<file path="config.mk">
export PLATFORM = sky130hd
export DESIGN_NAME = tmr_voter_seq
export DESIGN_NICKNAME = d
export VERILOG_FILES = /design/src/rtl/tmr_voter_seq.sv
export SDC_FILE = /design/constraint.sdc
export NUM_CORES = 1
export LEC_CHECK = 0
export CAP_MARGIN = 20
export CORE_MARGIN = 2
export CORE_UTILIZATION = 44
export CTS_CLUSTER_DIAMETER = 120
export DETAILED_ROUTE_END_ITERATION = 10
export HOLD_SLACK_MARGIN = 0.05
export MAX_ROUTING_LAYER = met4
export PLACE_DENSITY = 0.67
export SLEW_MARGIN = 25
export SYNTH_ARGS = -nofsm -noshare
export SYNTH_HDL_FRONTEND = slang
export SYNTH_SLANG_ARGS = --single-unit
</file>
<file path="constraint.sdc">
create_clock -name clk -period 4.3 [get_ports clk]
set_clock_uncertainty 0.05 [all_clocks]
set_input_delay 0.43 -clock clk [delete_from_list [all_inputs] [get_ports clk]]
set_output_delay 0.43 -clock clk [all_outputs]
set_load 0.02 [all_outputs]
</file>
<file path="src/rtl/tmr_voter_seq.sv">
// Registered triple-modular-redundancy voter with per-lane persistence FSMs.
// It degrades through DMR and simplex voting as lanes are retired.
module tmr_voter_seq #(
    parameter int unsigned WIDTH     = 4,
    parameter int unsigned CNT_WIDTH = 8,
    parameter int unsigned PERSIST   = 3
) (
    input  logic                   clk,
    input  logic                   rst,
    input  logic                   in_valid,
    input  logic [WIDTH-1:0]       data_1,
    input  logic [WIDTH-1:0]       data_2,
    input  logic [WIDTH-1:0]       data_3,
    input  logic                   clear_err,
    output logic                   out_valid,
    output logic [WIDTH-1:0]       tmr_out,
    output logic                   mismatch,
    output logic [2:0]             err_lane,
    output logic                   multi_err,
    output logic                   uncorrectable,
    output logic [2:0]             lane_fault,
    output logic [3*CNT_WIDTH-1:0] err_cnt
);

    localparam int unsigned RunW = $clog2(PERSIST + 1);

    typedef enum logic [1:0] {StNormal, StSuspect, StFaulty} lane_st_e;

    lane_st_e             st_q  [3];
    lane_st_e             st_d  [3];
    logic [RunW-1:0]      run_q [3];
    logic [RunW-1:0]      run_d [3];
    logic [CNT_WIDTH-1:0] cnt_q [3];
    logic [CNT_WIDTH-1:0] cnt_d [3];

    logic [WIDTH-1:0] lane [3];
    logic [WIDTH-1:0] tmr_out_q, res, ha, hb;
    logic             out_valid_q, mismatch_q, multi_err_q, uncorrectable_q;
    logic [2:0]       err_lane_q, dis, lf;
    logic             unc, mm, advance, found;
    logic [1:0]       nf;

    assign lane[0] = data_1;
    assign lane[1] = data_2;
    assign lane[2] = data_3;

    always_comb begin
        for (int i = 0; i < 3; i++) lf[i] = (st_q[i] == StFaulty);
    end

    always_comb begin
        res     = tmr_out_q;
        dis     = 3'b000;
        unc     = 1'b0;
        mm      = 1'b0;
        advance = 1'b0;
        ha      = '0;
        hb      = '0;
        found   = 1'b0;
        nf      = {1'b0, lf[0]} + {1'b0, lf[1]} + {1'b0, lf[2]};
        // ha/hb are the first and second healthy lanes in lane order.
        for (int i = 0; i < 3; i++) begin
            if (!lf[i]) begin
                if (!found) ha = lane[i];
                else        hb = lane[i];
                found = 1'b1;
            end
        end
        case (nf)
            2'd0: begin
                res     = (lane[0] & lane[1]) | (lane[0] & lane[2]) | (lane[1] & lane[2]);
                for (int i = 0; i < 3; i++) dis[i] = (lane[i] != res);
                mm      = |dis;
                advance = 1'b1;
            end
            2'd1: begin
                if (ha == hb) begin
                    res     = ha;
                    advance = 1'b1;
                end else begin
                    unc = 1'b1;
                    mm  = 1'b1;
                end
            end
            2'd2: begin
                res     = ha;
                advance = 1'b1;
            end
            default: unc = 1'b1;
        endcase
    end

    always_comb begin
        for (int i = 0; i < 3; i++) begin
            st_d[i]  = st_q[i];
            run_d[i] = run_q[i];
            cnt_d[i] = cnt_q[i];
            if (clear_err) begin
                st_d[i]  = StNormal;
                run_d[i] = '0;
                cnt_d[i] = '0;
            end else if (in_valid && advance && st_q[i] != StFaulty) begin
                if (dis[i]) begin
                    if (cnt_q[i] != {CNT_WIDTH{1'b1}}) cnt_d[i] = cnt_q[i] + 1'b1;
                    run_d[i] = run_q[i] + 1'b1;
                    st_d[i]  = (run_d[i] == RunW'(PERSIST)) ? StFaulty : StSuspect;
                end else begin
                    st_d[i]  = StNormal;
                    run_d[i] = '0;
                end
            end
        end
    end

    always_ff @(posedge clk or posedge rst) begin
        if (rst) begin
            out_valid_q     <= 1'b0;
            tmr_out_q       <= '0;
            mismatch_q      <= 1'b0;
            err_lane_q      <= 3'b000;
            multi_err_q     <= 1'b0;
            uncorrectable_q <= 1'b0;
            for (int i = 0; i < 3; i++) begin
                st_q[i]  <= StNormal;
                run_q[i] <= '0;
                cnt_q[i] <= '0;
            end
        end else begin
            out_valid_q <= in_valid;
            if (in_valid) begin
                tmr_out_q       <= res;
                mismatch_q      <= mm;
                err_lane_q      <= dis;
                multi_err_q     <= (dis[0] & dis[1]) | (dis[0] & dis[2]) | (dis[1] & dis[2]);
                uncorrectable_q <= unc;
            end else begin
                mismatch_q      <= 1'b0;
                err_lane_q      <= 3'b000;
                multi_err_q     <= 1'b0;
                uncorrectable_q <= 1'b0;
            end
            for (int i = 0; i < 3; i++) begin
                st_q[i]  <= st_d[i];
                run_q[i] <= run_d[i];
                cnt_q[i] <= cnt_d[i];
            end
        end
    end

    assign out_valid     = out_valid_q;
    assign tmr_out       = tmr_out_q;
    assign mismatch      = mismatch_q;
    assign err_lane      = err_lane_q;
    assign multi_err     = multi_err_q;
    assign uncorrectable = uncorrectable_q;
    assign lane_fault    = lf;

    always_comb begin
        for (int i = 0; i < 3; i++) err_cnt[i*CNT_WIDTH +: CNT_WIDTH] = cnt_q[i];
    end

endmodule

</file>
==> flow_summary.html, run 1 <==
<table>
<tr><th>Metric</th><th>Value</th></tr>
<tr><th colspan="2">Run status</th></tr>
<tr><td>Outcome</td><td>completed</td></tr>
<tr><th colspan="2">Yosys</th></tr>
<tr><td>Post-synthesis net count</td><td>420</td></tr>
<tr><td>Syn_area_per_cell</td><td>8.959 µm²</td></tr>
<tr><td>Register bit count reported by yosys</td><td>47</td></tr>
<tr><td>Sequential element share of the synthesized area</td><td>0.3340</td></tr>
<tr><td>Top-area cell type share of the netlist area</td><td>0.3340</td></tr>
<tr><td>Biggest area contributors in the synthesized netlist</td><td>sky130_fd_sc_hd__dfrtp_1, sky130_fd_sc_hd__mux2_2, sky130_fd_sc_hd__a21oi_1, sky130_fd_sc_hd__nor2_1, sky130_fd_sc_hd__ha_1</td></tr>
<tr><td>Fraction of registers with async set/reset</td><td>1.000</td></tr>
<tr><td>Synthesized cell area</td><td>3521 µm²</td></tr>
<tr><td>Top FF cell, synth</td><td>sky130_fd_sc_hd__dfrtp_1</td></tr>
<tr><td>Number of distinct library cells after synthesis</td><td>61</td></tr>
<tr><td>Number of enable-type register cells in the synthesized netlist</td><td>0</td></tr>
<tr><td>Number of warnings reported in the yosys synthesis log</td><td>0</td></tr>
<tr><td>Gate count of the mapped netlist</td><td>393</td></tr>
<tr><td>Synth area leader</td><td>sky130_fd_sc_hd__dfrtp_1</td></tr>
<tr><th colspan="2">Global routing</th></tr>
<tr><td>Pin count of the biggest net entering global routing</td><td>48</td></tr>
<tr><td>Grt total ovfl</td><td>0</td></tr>
<tr><td>Via count of the first global-routing pass</td><td>2921</td></tr>
<tr><td>GRT Overall Usage</td><td>0.2063</td></tr>
<tr><td>First-pass GRT wire length</td><td>14160 µm</td></tr>
<tr><td>Initial antenna violation count</td><td>0</td></tr>
<tr><th colspan="2">Setup path</th></tr>
<tr><td>Arrival time reported for the critical path endpoint</td><td>3.43 ns</td></tr>
<tr><td>Category of the most critical setup path</td><td>flop to flop</td></tr>
<tr><td>Required time of the critical path</td><td>4.45 ns</td></tr>
<tr><td>Kind of end point of the critical path</td><td>flop</td></tr>
<tr><td>Peak fanout along the critical path</td><td>20</td></tr>
<tr><td>CP startpoint kind</td><td>flop</td></tr>
<tr><th colspan="2">Clock network</th></tr>
<tr><td>H-tree levels</td><td>2</td></tr>
<tr><td>Clk root buf</td><td>sky130_fd_sc_hd__clkbuf_8</td></tr>
<tr><td>Hold-fix buffers, CTS</td><td>0</td></tr>
<tr><td>Clock Pin Slew Worst Setup and Hold Paths</td><td>0.09 ns</td></tr>
<tr><td>TritonCTS clock tree</td><td>built</td></tr>
<tr><td>Number of post-CTS setup repair buffers</td><td>0</td></tr>
<tr><td>Number of clock sinks</td><td>47</td></tr>
<tr><td>Deepest clock path buffer count</td><td>2</td></tr>
<tr><td>TritonCTS buffer count</td><td>5</td></tr>
<tr><td>Count of instances resized after the clock tree is built</td><td>0</td></tr>
<tr><td>Clock latency of the later-clocked register in the worst-skew pair</td><td>0.31 ns</td></tr>
<tr><th colspan="2">STA</th></tr>
<tr><td>Final setup violation count</td><td>0</td></tr>
<tr><td>Final worst path period need</td><td>3.272 ns</td></tr>
<tr><td>Relative slew slack</td><td>0.4451</td></tr>
<tr><td>Number of max-slew violations in the final report</td><td>0</td></tr>
<tr><td>Final worst-path cycle share</td><td>0.7609</td></tr>
<tr><td>Maximum clock rate</td><td>0.3056 GHz</td></tr>
<tr><td>Setup repair after global routing missed its margin</td><td>false</td></tr>
<tr><td>Worst Max-Slew Pin Slew</td><td>0.8324 ns</td></tr>
<tr><td>Final TNS setup</td><td>0 ns</td></tr>
<tr><td>Number of failing hold endpoints at the final stage</td><td>0</td></tr>
<tr><th colspan="2">Pwr</th></tr>
<tr><td>Power share of the clock group</td><td>0.300</td></tr>
<tr><td>Leakage Power</td><td>1.734 nW</td></tr>
<tr><td>Combinational Power Share</td><td>0.312</td></tr>
<tr><td>Worst IR drop on VDD</td><td>0.1852 mV</td></tr>
<tr><td>PwrDens</td><td>309.7 nW/µm²</td></tr>
<tr><td>Internal Dissipation</td><td>0.0008897 W</td></tr>
<tr><td>Sequential share of power</td><td>0.388</td></tr>
<tr><td>Sw Share</td><td>0.3213</td></tr>
<tr><td>Net load switching power</td><td>0.0004211 W</td></tr>
<tr><th colspan="2">Floorplan</th></tr>
<tr><td>Starting density of the core</td><td>0.4556</td></tr>
<tr><td>Number of top-level pins</td><td>54</td></tr>
<tr><td>Floorplan Core Area</td><td>7727 µm²</td></tr>
<tr><td>Vertical extent of the die</td><td>93.46 µm</td></tr>
<tr><td>Row count</td><td>32</td></tr>
<tr><td>Total Die Area</td><td>8734 µm²</td></tr>
<tr><td>Die X</td><td>93.46 µm</td></tr>
<tr><th colspan="2">Placement</th></tr>
<tr><td>GP Congestion</td><td>0.8145</td></tr>
<tr><td>Detailed-placement wirelength estimate</td><td>6053 µm</td></tr>
<tr><td>Number of instances in the placed design</td><td>529</td></tr>
<tr><td>Number of port buffers</td><td>53</td></tr>
<tr><th colspan="2">Cells and area</th></tr>
<tr><td>Layout Area Growth over Synthesis</td><td>20.22%</td></tr>
<tr><td>Post-route non-filler standard cell count</td><td>537</td></tr>
<tr><td>Ant diodes</td><td>0</td></tr>
<tr><td>Sequential standard cell area</td><td>1176 µm²</td></tr>
<tr><td>Ratio of cells with drive above 1 in the final layout</td><td>0.1494</td></tr>
<tr><td>Nets@finish</td><td>461</td></tr>
<tr><td>Multi-input combinational cell area</td><td>2142 µm²</td></tr>
<tr><td>Number of fill cells</td><td>716</td></tr>
<tr><th colspan="2">Route</th></tr>
<tr><td>Detailed-route wire length per cell</td><td>15.48 µm</td></tr>
<tr><td>Antenna violation net count after detailed routing</td><td>0</td></tr>
<tr><td>DRT iter0 DRCs</td><td>190</td></tr>
<tr><td>DRT Pass-1 Iters</td><td>6</td></tr>
<tr><td>Via density per instance</td><td>5.752</td></tr>
<tr><td>Remaining DRCs</td><td>0</td></tr>
<tr><td>Final wirelength</td><td>8315 µm</td></tr>
<tr><td>Vias</td><td>3089</td></tr>
<tr><th colspan="2">Worst hold path</th></tr>
<tr><td>Class of the worst hold path</td><td>flop to flop</td></tr>
<tr><th colspan="2">Run</th></tr>
<tr><td>Number of maximum-capacitance constraint violations</td><td>0</td></tr>
</table>
## routing by layer
layer | wire (µm) | vias to the layer above | track usage
li1 | - | 1515 | -
met1 | 3979 | 1485 | 0.2816
met2 | 3906 | 78 | 0.3267
met3 | 343 | 11 | 0.02901
met4 | 86 | 0 | 0.04902
met5 | 0 | - | -
## logic make-up (layout without fill, tap and decap cells)
group,Yosys count,count (layout),synth area share
AO/OA/AOI/OAI,104,104,0.2182
adder cells (fa/ha/maj),11,11,0.04122
buffers and inverters,44,86,0.05757
flip-flops,47,47,0.3340
multiplexers,29,29,0.09666
AND/OR/NAND/NOR,158,158,0.2523
## sequential cells by signal (all words and copies together) (netlist names)
signal / cells
err_cnt: 24
err_lane: 3
mismatch: 1
multi_err: 1
out_valid: 1
run_q: 6
st_q: 6
tmr_out: 4
uncorrectable: 1
## per-stage QoR
stage | area, µm² | setup WS [ns] | hold WS (ns) | util | power [W]
after floorplan | 3521 | 1.184 | 0.4114 | - | 0.0007944
after global placement | 4099 | 1.071 | 0.4503 | 0.5304 | 0.0009199
after detailed placement | 4099 | 1.035 | 0.4547 | 0.5304 | 0.0009268
after CTS | 4232 | 1.033 | 0.4751 | 0.5476 | 0.001316
after global routing | 4233 | 0.7512 | 0.4926 | 0.5478 | 0.001379
final | 4233 | 1.028 | 0.4668 | 0.5478 | 0.001311
## power by group through the flow
| stage | combinational, W | clock, W | sequential, W |
|---|---|---|---|
| 2_1_floorplan | 0.000248 | 0 | 0.000547 |
| 3_3_place_gp | 0.000403 | 0 | 0.000517 |
| 3_5_place_dp | 0.000408 | 0 | 0.000518 |
| 4_1_cts | 0.000410 | 0.000397 | 0.000510 |
| 5_1_grt | 0.000448 | 0.000416 | 0.000516 |
| 6_report | 0.000409 | 0.000393 | 0.000509 |
## cells in the mapped netlist, types with 4 or more instances
master / number
sky130_fd_sc_hd__nand3b_1: 4
sky130_fd_sc_hd__o211ai_1: 8
sky130_fd_sc_hd__nand2b_1: 5
sky130_fd_sc_hd__mux2_4: 6
sky130_fd_sc_hd__nor2_1: 37
sky130_fd_sc_hd__mux2_2: 14
sky130_fd_sc_hd__o21ai_1: 5
sky130_fd_sc_hd__nor2b_1: 19
sky130_fd_sc_hd__ha_1: 10
sky130_fd_sc_hd__dfrtp_1: 47
sky130_fd_sc_hd__inv_1: 16
sky130_fd_sc_hd__nand3_1: 21
sky130_fd_sc_hd__or3_1: 7
sky130_fd_sc_hd__nand4_1: 9
sky130_fd_sc_hd__and2_1: 4
sky130_fd_sc_hd__a311o_1: 5
sky130_fd_sc_hd__nor3_1: 11
sky130_fd_sc_hd__nand2_1: 21
sky130_fd_sc_hd__clkbuf_1: 10
sky130_fd_sc_hd__a21o_1: 4
sky130_fd_sc_hd__mux2i_1: 7
sky130_fd_sc_hd__buf_2: 12
sky130_fd_sc_hd__o21ai_0: 21
sky130_fd_sc_hd__a21oi_1: 30
## critical path, stage by stage, from the launching register on
cell and delay, ns:
sky130_fd_sc_hd__dfrtp_1 0.38, sky130_fd_sc_hd__nand2b_1 0.14, sky130_fd_sc_hd__buf_4 0.20, sky130_fd_sc_hd__fa_1 0.59, sky130_fd_sc_hd__inv_1 0.10, sky130_fd_sc_hd__ha_1 0.23, sky130_fd_sc_hd__nor2_1 0.15, sky130_fd_sc_hd__nand2_1 0.12
sky130_fd_sc_hd__a31oi_4 0.22, sky130_fd_sc_hd__nand4_1 0.33, sky130_fd_sc_hd__a211oi_2 0.32, sky130_fd_sc_hd__mux2_1 0.34
## layout by cell type (no fill, tap or decap), types with 6 or more instances in the layout
cell                               n
sky130_fd_sc_hd__clkdlybuf4s50_1  53
sky130_fd_sc_hd__dfrtp_1          47
sky130_fd_sc_hd__nor2_1           37
sky130_fd_sc_hd__a21oi_1          30
sky130_fd_sc_hd__o21ai_0          21
sky130_fd_sc_hd__nand2_1          21
sky130_fd_sc_hd__nand3_1          21
sky130_fd_sc_hd__nor2b_1          19
sky130_fd_sc_hd__inv_1            15
sky130_fd_sc_hd__mux2_2           14
sky130_fd_sc_hd__nor3_1           11
sky130_fd_sc_hd__ha_1             10
sky130_fd_sc_hd__nand4_1           9
sky130_fd_sc_hd__o211ai_1          8
sky130_fd_sc_hd__mux2i_1           7
sky130_fd_sc_hd__or3_1             7
sky130_fd_sc_hd__buf_4             7
sky130_fd_sc_hd__mux2_4            6
## final cells by class
cell class                      instances  area share
Inverter                               18     0.01685
Multi-Input combinational cell        302      0.5061
Clock buffer                            6     0.01714
Timing Repair Buffer                   60      0.1377
Tap cell                              102     0.03015
Sequential cell                        47      0.2779
Clock inverter                          2     0.01419
## final timing paths
kind                                 start          end  slack [ns]  cells past startpoint
worst max-delay path               st_q[2]  err_cnt[15]        1.03                     11
worst min-delay path            tmr_out[1]   tmr_out[1]        0.47                      1
worst max register to register     st_q[2]  err_cnt[15]        1.03                     11
worst min register to register  tmr_out[1]   tmr_out[1]        0.47                      1
max in group asynchronous              rst      st_q[4]        3.18                      2
min in group asynchronous              rst  err_cnt[14]        0.51                      2
(Power assumes the default switching activity.)
==> inputs of run 2 (changes only) <==
--- a/config.mk
+++ b/config.mk
@@ -12,7 +12,7 @@
 export DETAILED_ROUTE_END_ITERATION = 10
 export HOLD_SLACK_MARGIN = 0.05
 export MAX_ROUTING_LAYER = met4
-export PLACE_DENSITY = 0.67
+export PLACE_DENSITY = 0.7
 export SLEW_MARGIN = 25
 export SYNTH_ARGS = -nofsm -noshare
 export SYNTH_HDL_FRONTEND = slang
==> constraint.sdc (replaced) <==
create_clock -name clk -period 2.75 [get_ports clk]
set_clock_uncertainty 0.05 [all_clocks]
set_input_delay 0.275 -clock clk [delete_from_list [all_inputs] [get_ports clk]]
set_output_delay 0.275 -clock clk [all_outputs]
set_load 0.02 [all_outputs]
==> run 2 against run 1 <==
Net effect: the run now ends with setup timing left; combinational power up 97%; non-clock buffer count up 54; utilization up 8.4 points; first-iteration DRC count down 29%; worst hold slack worse by 0.29 ns; global-route usage up 2.0 points; via count up 9.1%; maximum frequency up 15%.
==> flow_summary.html, run 2 (same netlist as run 1, synthesis figures left out) <==
<table>
<tr><th>Metric</th><th>Value</th></tr>
<tr><th colspan="2">Route</th></tr>
<tr><td>Antenna violation net count after detailed routing</td><td>0</td></tr>
<tr><td>DRT iter0 DRCs</td><td>134</td></tr>
<tr><td>DRT Pass-1 Iters</td><td>4</td></tr>
<tr><td>Detailed-route wire length per cell</td><td>16.04 µm</td></tr>
<tr><td>Via density per instance</td><td>5.701</td></tr>
<tr><td>Vias</td><td>3369</td></tr>
<tr><td>Remaining DRCs</td><td>0</td></tr>
<tr><td>Final wirelength</td><td>9478 µm</td></tr>
<tr><th colspan="2">Setup path</th></tr>
<tr><td>Required time of the critical path</td><td>2.89 ns</td></tr>
<tr><td>Peak fanout along the critical path</td><td>6</td></tr>
<tr><td>Arrival time reported for the critical path endpoint</td><td>2.98 ns</td></tr>
<tr><td>Longest individual stage delay on the worst path</td><td>0.57 ns</td></tr>
<tr><td>FF-to-FF Start</td><td>st_q[4]</td></tr>
<tr><td>Endpoint of the most critical register-to-register path</td><td>err_cnt[15]</td></tr>
<tr><td>Crit. Startpoint</td><td>st_q[4]</td></tr>
<tr><td>Category of the most critical setup path</td><td>flop to flop</td></tr>
<tr><td>Worst reg-to-reg path cell count</td><td>12</td></tr>
<tr><td>CP startpoint kind</td><td>flop</td></tr>
<tr><td>Highest-delay cell along the critical path</td><td>sky130_fd_sc_hd__fa_2</td></tr>
<tr><td>Reg-to-reg setup timing slack</td><td>-0.09 ns</td></tr>
<tr><td>Most used cell, CP</td><td>sky130_fd_sc_hd__inv_2</td></tr>
<tr><td>Kind of end point of the critical path</td><td>flop</td></tr>
<tr><td>Cell breakdown of the critical path</td><td>nor2b_2 -&gt; inv_2 -&gt; fa_2 -&gt; inv_2 -&gt; ha_4 -&gt; nor2_4 -&gt; nand2_2 -&gt; a31oi_4 -&gt; nand4_1 -&gt; buf_6 -&gt; a211oi_2 -&gt; mux2_1</td></tr>
<tr><td>Critical Path End</td><td>err_cnt[15]</td></tr>
<tr><th colspan="2">Floorplan</th></tr>
<tr><td>Floorplan Core Area</td><td>7727 µm²</td></tr>
<tr><td>Number of top-level pins</td><td>54</td></tr>
<tr><td>Starting density of the core</td><td>0.4556</td></tr>
<tr><td>Vertical extent of the die</td><td>93.46 µm</td></tr>
<tr><td>Total Die Area</td><td>8734 µm²</td></tr>
<tr><td>Die X</td><td>93.46 µm</td></tr>
<tr><td>Row count</td><td>32</td></tr>
<tr><th colspan="2">STA</th></tr>
<tr><td>Worst Max-Slew Pin Slew</td><td>0.8021 ns</td></tr>
<tr><td>Final worst-path cycle share</td><td>1.032</td></tr>
<tr><td>Setup repair after global routing missed its margin</td><td>true</td></tr>
<tr><td>Maximum clock rate</td><td>0.3523 GHz</td></tr>
<tr><td>Setup slack of the critical path after layout</td><td>-0.08864 ns</td></tr>
<tr><td>Final worst path period need</td><td>2.839 ns</td></tr>
<tr><td>Number of max-slew violations in the final report</td><td>0</td></tr>
<tr><td>Relative slew slack</td><td>0.4596</td></tr>
<tr><td>Number of failing hold endpoints at the final stage</td><td>0</td></tr>
<tr><td>Final setup violation count</td><td>14</td></tr>
<tr><th colspan="2">Run status</th></tr>
<tr><td>Failing checks</td><td>setup timing</td></tr>
<tr><td>Outcome</td><td>complete, but fails checks</td></tr>
<tr><th colspan="2">Pwr</th></tr>
<tr><td>Worst IR drop on VDD</td><td>0.2483 mV</td></tr>
<tr><td>PwrDens</td><td>415.1 nW/µm²</td></tr>
<tr><td>Leakage Power</td><td>2.012 nW</td></tr>
<tr><th colspan="2">Global routing</th></tr>
<tr><td>Grt total ovfl</td><td>0</td></tr>
<tr><td>GRT Overall Usage</td><td>0.2267</td></tr>
<tr><td>First-pass GRT wire length</td><td>15670 µm</td></tr>
<tr><td>Via count of the first global-routing pass</td><td>3227</td></tr>
<tr><td>Pin count of the biggest net entering global routing</td><td>33</td></tr>
<tr><td>Initial antenna violation count</td><td>0</td></tr>
<tr><th colspan="2">Clock network</th></tr>
<tr><td>Clock Pin Slew Worst Setup and Hold Paths</td><td>0.09 ns</td></tr>
<tr><td>Clk root buf</td><td>sky130_fd_sc_hd__clkbuf_8</td></tr>
<tr><td>Number of clock sinks</td><td>47</td></tr>
<tr><td>Deepest clock path buffer count</td><td>2</td></tr>
<tr><td>H-tree levels</td><td>2</td></tr>
<tr><td>Hold-fix buffers, CTS</td><td>0</td></tr>
<tr><td>TritonCTS buffer count</td><td>5</td></tr>
<tr><td>TritonCTS clock tree</td><td>built</td></tr>
<tr><td>Clock latency of the later-clocked register in the worst-skew pair</td><td>0.30 ns</td></tr>
<tr><th colspan="2">Cells and area</th></tr>
<tr><td>Ant diodes</td><td>0</td></tr>
<tr><td>Area of all placed cells without fillers</td><td>4881 µm²</td></tr>
<tr><td>Layout Area Growth over Synthesis</td><td>38.63%</td></tr>
<tr><td>Ratio of cells with drive above 1 in the final layout</td><td>0.3170</td></tr>
<tr><td>Commonest cells after routing, fill and taps aside</td><td>sky130_fd_sc_hd__buf_4, sky130_fd_sc_hd__clkdlybuf4s50_1, sky130_fd_sc_hd__dfrtp_1</td></tr>
<tr><td>Post-route non-filler standard cell count</td><td>591</td></tr>
<tr><td>Most frequent standard cell in the layout excluding fill and tap cells</td><td>sky130_fd_sc_hd__buf_4</td></tr>
<tr><td>Final core occ</td><td>0.6316</td></tr>
<tr><td>Nets@finish</td><td>515</td></tr>
<tr><td>Max FFs per register</td><td>24</td></tr>
<tr><th colspan="2">Placement</th></tr>
<tr><td>Standard cell area after detailed placement</td><td>4499 µm²</td></tr>
<tr><td>GP Congestion</td><td>0.8859</td></tr>
<tr><td>Detailed-placement wirelength estimate</td><td>6652 µm</td></tr>
<tr><td>Number of instances in the placed design</td><td>575</td></tr>
<tr><td>DP Worst Slack</td><td>-0.2619 ns</td></tr>
<tr><td>Number of port buffers</td><td>53</td></tr>
<tr><th colspan="2">Worst hold path</th></tr>
<tr><td>Class of the worst hold path</td><td>input port to async pin</td></tr>
<tr><th colspan="2">Run</th></tr>
<tr><td>Number of maximum-capacitance constraint violations</td><td>0</td></tr>
</table>
==> run 2: cell types whose count changed in the layout (fill, tap and decap cells not counted), moves of 5 or more <==
cell / delta
sky130_fd_sc_hd__buf_4: +51
sky130_fd_sc_hd__a21oi_1: -14
sky130_fd_sc_hd__a21oi_4: +5
sky130_fd_sc_hd__mux2_2: -12
sky130_fd_sc_hd__mux2_4: +12
sky130_fd_sc_hd__a21oi_2: +9
==> run 2: stage by stage <==
step / power [W] / hold slack, ns / TNS [ns]
6_report: 0.002026 / 0.1812 / -0.5408
5_1_grt: 0.002132 / 0.2058 / -4.289
4_1_cts: 0.001975 / 0.1966 / -0.2670
3_5_place_dp: 0.001542 / 0.4549 / -4.263
3_3_place_gp: 0.001526 / 0.4489 / -2.003
2_1_floorplan: 0.001260 / 0.2564 / -1.919
==> run 2: critical path, delay by kind of cell, from the launching register on <==
family                   cells  cell delay (ns)
AO/OA/AOI/OAI                2             0.40
adder cells (fa/ha/maj)      2             0.74
flip-flops                   1             0.40
buffers and inverters        3             0.30
AND/OR/NAND/NOR              4             0.50
multiplexers                 1             0.34
==> run 2: cell type report <==
type / count / area (µm²)
multi-input combinational: 302 / 2422
clock buffer: 6 / 72.57
fill: 666 / 2846
sequential: 47 / 1176
clock inverter: 2 / 12.51
timing repair buffer: 114 / 999.7
tap: 102 / 127.6
inverter: 18 / 70.07
==> run 2: worst min path at each step <==
| stage | slack [ns] | endpoint | from | cells after the start |
|---|---|---|---|---|
| global placement | 0.45 | tmr_out[3] | tmr_out[3] | 1 |
| floorplan | 0.26 | out_valid | in_valid | 0 |
| detailed placement | 0.45 | tmr_out[3] | tmr_out[3] | 1 |
| finish | 0.18 | err_cnt[13] | rst | 2 |
| global route | 0.21 | err_cnt[10] | rst | 2 |
| CTS | 0.20 | err_cnt[13] | rst | 2 |
==> run 2: routing by layer <==
metal  vias up  track usage  wire (µm)
met5         -            -          0
met4         0      0.07598        183
met3        19      0.03223        364
met2        73       0.3549       4598
met1      1648       0.3036       4331
li1       1629            -          -
==> run 2: power breakdown <==
part	internal [W]	switching [W]
Clock	0.000178	0.000242
Sequential	0.000751	0.0000469
Combinational	0.000377	0.000430
Total	0.00131	0.000720
==> run 2: repair_timing <==
item                                    4_1_cts  5_1_grt
buffers inserted                              6        2
pin swaps                                     4       18
gates resized for setup                      17       39
endpoints found under the setup margin       34       39
==> inputs of run 3 (changes only) <==
--- a/config.mk
+++ b/config.mk
@@ -7,12 +7,12 @@
 export LEC_CHECK = 0
 export CAP_MARGIN = 20
 export CORE_MARGIN = 2
-export CORE_UTILIZATION = 44
+export CORE_UTILIZATION = 45
 export CTS_CLUSTER_DIAMETER = 120
 export DETAILED_ROUTE_END_ITERATION = 10
 export HOLD_SLACK_MARGIN = 0.05
 export MAX_ROUTING_LAYER = met4
-export PLACE_DENSITY = 0.7
+export PLACE_DENSITY = 0.71
 export SLEW_MARGIN = 25
 export SYNTH_ARGS = -nofsm -noshare
 export SYNTH_HDL_FRONTEND = slang
==> run 3 against run 2 <==
Net effect: the flow still finishes with violations (setup timing); maximum frequency is 0.87% lower; global-route usage hardly changed; power grew 0.55%; via count shrank 2.0%; critical path type unchanged; largest power group is now sequential cells.
==> flow_summary.html, run 3 (same netlist as run 1, synthesis figures left out) <==
<table>
<tr><th>Metric</th><th>Value</th></tr>
<tr><th colspan="2">Global routing</th></tr>
<tr><td>GRT Overall Usage</td><td>0.2271</td></tr>
<tr><td>Via count of the first global-routing pass</td><td>3238</td></tr>
<tr><td>Pin count of the biggest net entering global routing</td><td>31</td></tr>
<tr><td>First-pass GRT wire length</td><td>15470 µm</td></tr>
<tr><td>Grt total ovfl</td><td>0</td></tr>
<tr><td>Initial antenna violation count</td><td>0</td></tr>
<tr><th colspan="2">STA</th></tr>
<tr><td>Number of failing hold endpoints at the final stage</td><td>0</td></tr>
<tr><td>Setup slack of the critical path after layout</td><td>-0.1134 ns</td></tr>
<tr><td>Final worst-path cycle share</td><td>1.041</td></tr>
<tr><td>Setup repair after global routing missed its margin</td><td>true</td></tr>
<tr><td>Worst Max-Slew Pin Slew</td><td>0.7463 ns</td></tr>
<tr><td>Final setup violation count</td><td>29</td></tr>
<tr><td>Final worst path period need</td><td>2.863 ns</td></tr>
<tr><td>Relative slew slack</td><td>0.5009</td></tr>
<tr><td>Number of max-slew violations in the final report</td><td>0</td></tr>
<tr><td>Maximum clock rate</td><td>0.3492 GHz</td></tr>
<tr><th colspan="2">Cells and area</th></tr>
<tr><td>Nets@finish</td><td>505</td></tr>
<tr><td>Max FFs per register</td><td>24</td></tr>
<tr><td>Ratio of cells with drive above 1 in the final layout</td><td>0.2965</td></tr>
<tr><td>Ant diodes</td><td>0</td></tr>
<tr><td>Layout Area Growth over Synthesis</td><td>35.54%</td></tr>
<tr><td>Most frequent standard cell in the layout excluding fill and tap cells</td><td>sky130_fd_sc_hd__clkdlybuf4s50_1</td></tr>
<tr><td>Commonest cells after routing, fill and taps aside</td><td>sky130_fd_sc_hd__clkdlybuf4s50_1, sky130_fd_sc_hd__buf_4, sky130_fd_sc_hd__dfrtp_1</td></tr>
<tr><th colspan="2">Clock network</th></tr>
<tr><td>Deepest clock path buffer count</td><td>2</td></tr>
<tr><td>TritonCTS clock tree</td><td>built</td></tr>
<tr><td>H-tree levels</td><td>2</td></tr>
<tr><td>Number of clock sinks</td><td>47</td></tr>
<tr><td>Clock latency of the later-clocked register in the worst-skew pair</td><td>0.30 ns</td></tr>
<tr><td>Clock Pin Slew Worst Setup and Hold Paths</td><td>0.09 ns</td></tr>
<tr><td>TritonCTS buffer count</td><td>5</td></tr>
<tr><td>Hold-fix buffers, CTS</td><td>0</td></tr>
<tr><td>Clk root buf</td><td>sky130_fd_sc_hd__clkbuf_8</td></tr>
<tr><th colspan="2">Setup path</th></tr>
<tr><td>Arrival time reported for the critical path endpoint</td><td>3.01 ns</td></tr>
<tr><td>Category of the most critical setup path</td><td>flop to flop</td></tr>
<tr><td>Peak fanout along the critical path</td><td>10</td></tr>
<tr><td>CP startpoint kind</td><td>flop</td></tr>
<tr><td>Required time of the critical path</td><td>2.90 ns</td></tr>
<tr><td>Kind of end point of the critical path</td><td>flop</td></tr>
<tr><th colspan="2">Route</th></tr>
<tr><td>Remaining DRCs</td><td>0</td></tr>
<tr><td>DRT Pass-1 Iters</td><td>5</td></tr>
<tr><td>Via density per instance</td><td>5.682</td></tr>
<tr><td>Vias</td><td>3301</td></tr>
<tr><td>Final wirelength</td><td>9272 µm</td></tr>
<tr><td>DRT iter0 DRCs</td><td>224</td></tr>
<tr><td>Detailed-route wire length per cell</td><td>15.96 µm</td></tr>
<tr><td>Antenna violation net count after detailed routing</td><td>0</td></tr>
<tr><th colspan="2">Pwr</th></tr>
<tr><td>Sum of internal, switching and leakage power</td><td>0.002037 W</td></tr>
<tr><td>PwrDens</td><td>426.9 nW/µm²</td></tr>
<tr><td>Leakage Power</td><td>1.968 nW</td></tr>
<tr><td>Worst IR drop on VDD</td><td>0.2603 mV</td></tr>
<tr><th colspan="2">Run status</th></tr>
<tr><td>Failing checks</td><td>setup timing</td></tr>
<tr><td>Outcome</td><td>complete, but fails checks</td></tr>
<tr><th colspan="2">Floorplan</th></tr>
<tr><td>Row count</td><td>32</td></tr>
<tr><td>Floorplan Core Area</td><td>7647 µm²</td></tr>
<tr><td>Die X</td><td>92.46 µm</td></tr>
<tr><td>Starting density of the core</td><td>0.4604</td></tr>
<tr><td>Number of top-level pins</td><td>54</td></tr>
<tr><td>Vertical extent of the die</td><td>92.46 µm</td></tr>
<tr><td>Total Die Area</td><td>8548 µm²</td></tr>
<tr><th colspan="2">Placement</th></tr>
<tr><td>GP Congestion</td><td>0.8514</td></tr>
<tr><td>Number of port buffers</td><td>53</td></tr>
<tr><td>DP Worst Slack</td><td>-0.1534 ns</td></tr>
<tr><td>Detailed-placement wirelength estimate</td><td>6637 µm</td></tr>
<tr><th colspan="2">Worst hold path</th></tr>
<tr><td>Class of the worst hold path</td><td>input port to async pin</td></tr>
<tr><th colspan="2">Run</th></tr>
<tr><td>Number of maximum-capacitance constraint violations</td><td>0</td></tr>
</table>
-- run 3: final cells by class --
cell class / count / area, µm²
inverter: 18 / 70.07
tap: 102 / 127.6
multi-input combinational: 302 / 2370
clock inverter: 1 / 7.507
timing repair buffer: 104 / 924.6
fill: 654 / 2875
clock buffer: 7 / 96.34
sequential: 47 / 1176
-- run 3: worst paths after layout --
kind                       startpoint           to  cells after the start  slack [ns]
min reg2reg                tmr_out[3]   tmr_out[3]                      1        0.47
max reg2reg                   st_q[4]  err_cnt[10]                     12       -0.11
min                               rst  err_cnt[23]                      2        0.35
max in group asynchronous         rst     mismatch                      3        1.69
min in group clk             in_valid    out_valid                      1        0.44
max                           st_q[4]  err_cnt[10]                     12       -0.11
-- run 3: per-stage QoR --
step	hold slack (ns)	cells	utilization	TNS, ns	cell area, µm²
global route	0.4059	581	0.6240	-5.617	4772
finish	0.3464	581	0.6240	-1.714	4772
CTS	0.3637	579	0.6103	-0.6036	4667
detailed placement	0.4577	570	0.5834	-2.582	4462
floorplan	0.2564	393	-	-1.919	3591
global placement	0.4483	570	0.5834	-0.9049	4462
-- run 3: timing repair --
action                                  4_1_cts  5_1_grt
endpoints found under the setup margin       33       40
gates resized for setup                      25       19
buffers inserted                              1        2
pin swaps                                     6        6
gates cloned                                  0        0
-- run 3: metal layers --
metal,part of all wire,track usage,wire length (µm)
met4,0.011,0.05721,103
met5,0,-,0
met2,0.50,0.3856,4612
met1,0.45,0.2894,4193
met3,0.039,0.02848,363
-- run 3: where the power goes --
group          leakage, nW  internal [W]  switching (W)
Sequential           0.629      0.000751      0.0000455
Combinational         1.29      0.000349       0.000421
Clock               0.0505      0.000229       0.000242
Total                 1.97       0.00133       0.000708
-- run 3: worst max-delay path, cell delays in order, from the launching register on --
cell,delay (ns)
sky130_fd_sc_hd__dfrtp_1,0.39
sky130_fd_sc_hd__nor2b_2,0.14
sky130_fd_sc_hd__inv_2,0.06
sky130_fd_sc_hd__fa_2,0.56
sky130_fd_sc_hd__inv_2,0.07
sky130_fd_sc_hd__ha_4,0.17
sky130_fd_sc_hd__nor2_4,0.11
sky130_fd_sc_hd__buf_4,0.12
sky130_fd_sc_hd__buf_4,0.09
sky130_fd_sc_hd__nand2_1,0.29
sky130_fd_sc_hd__nor2_1,0.29
sky130_fd_sc_hd__o21ai_2,0.11
sky130_fd_sc_hd__mux2_4,0.30
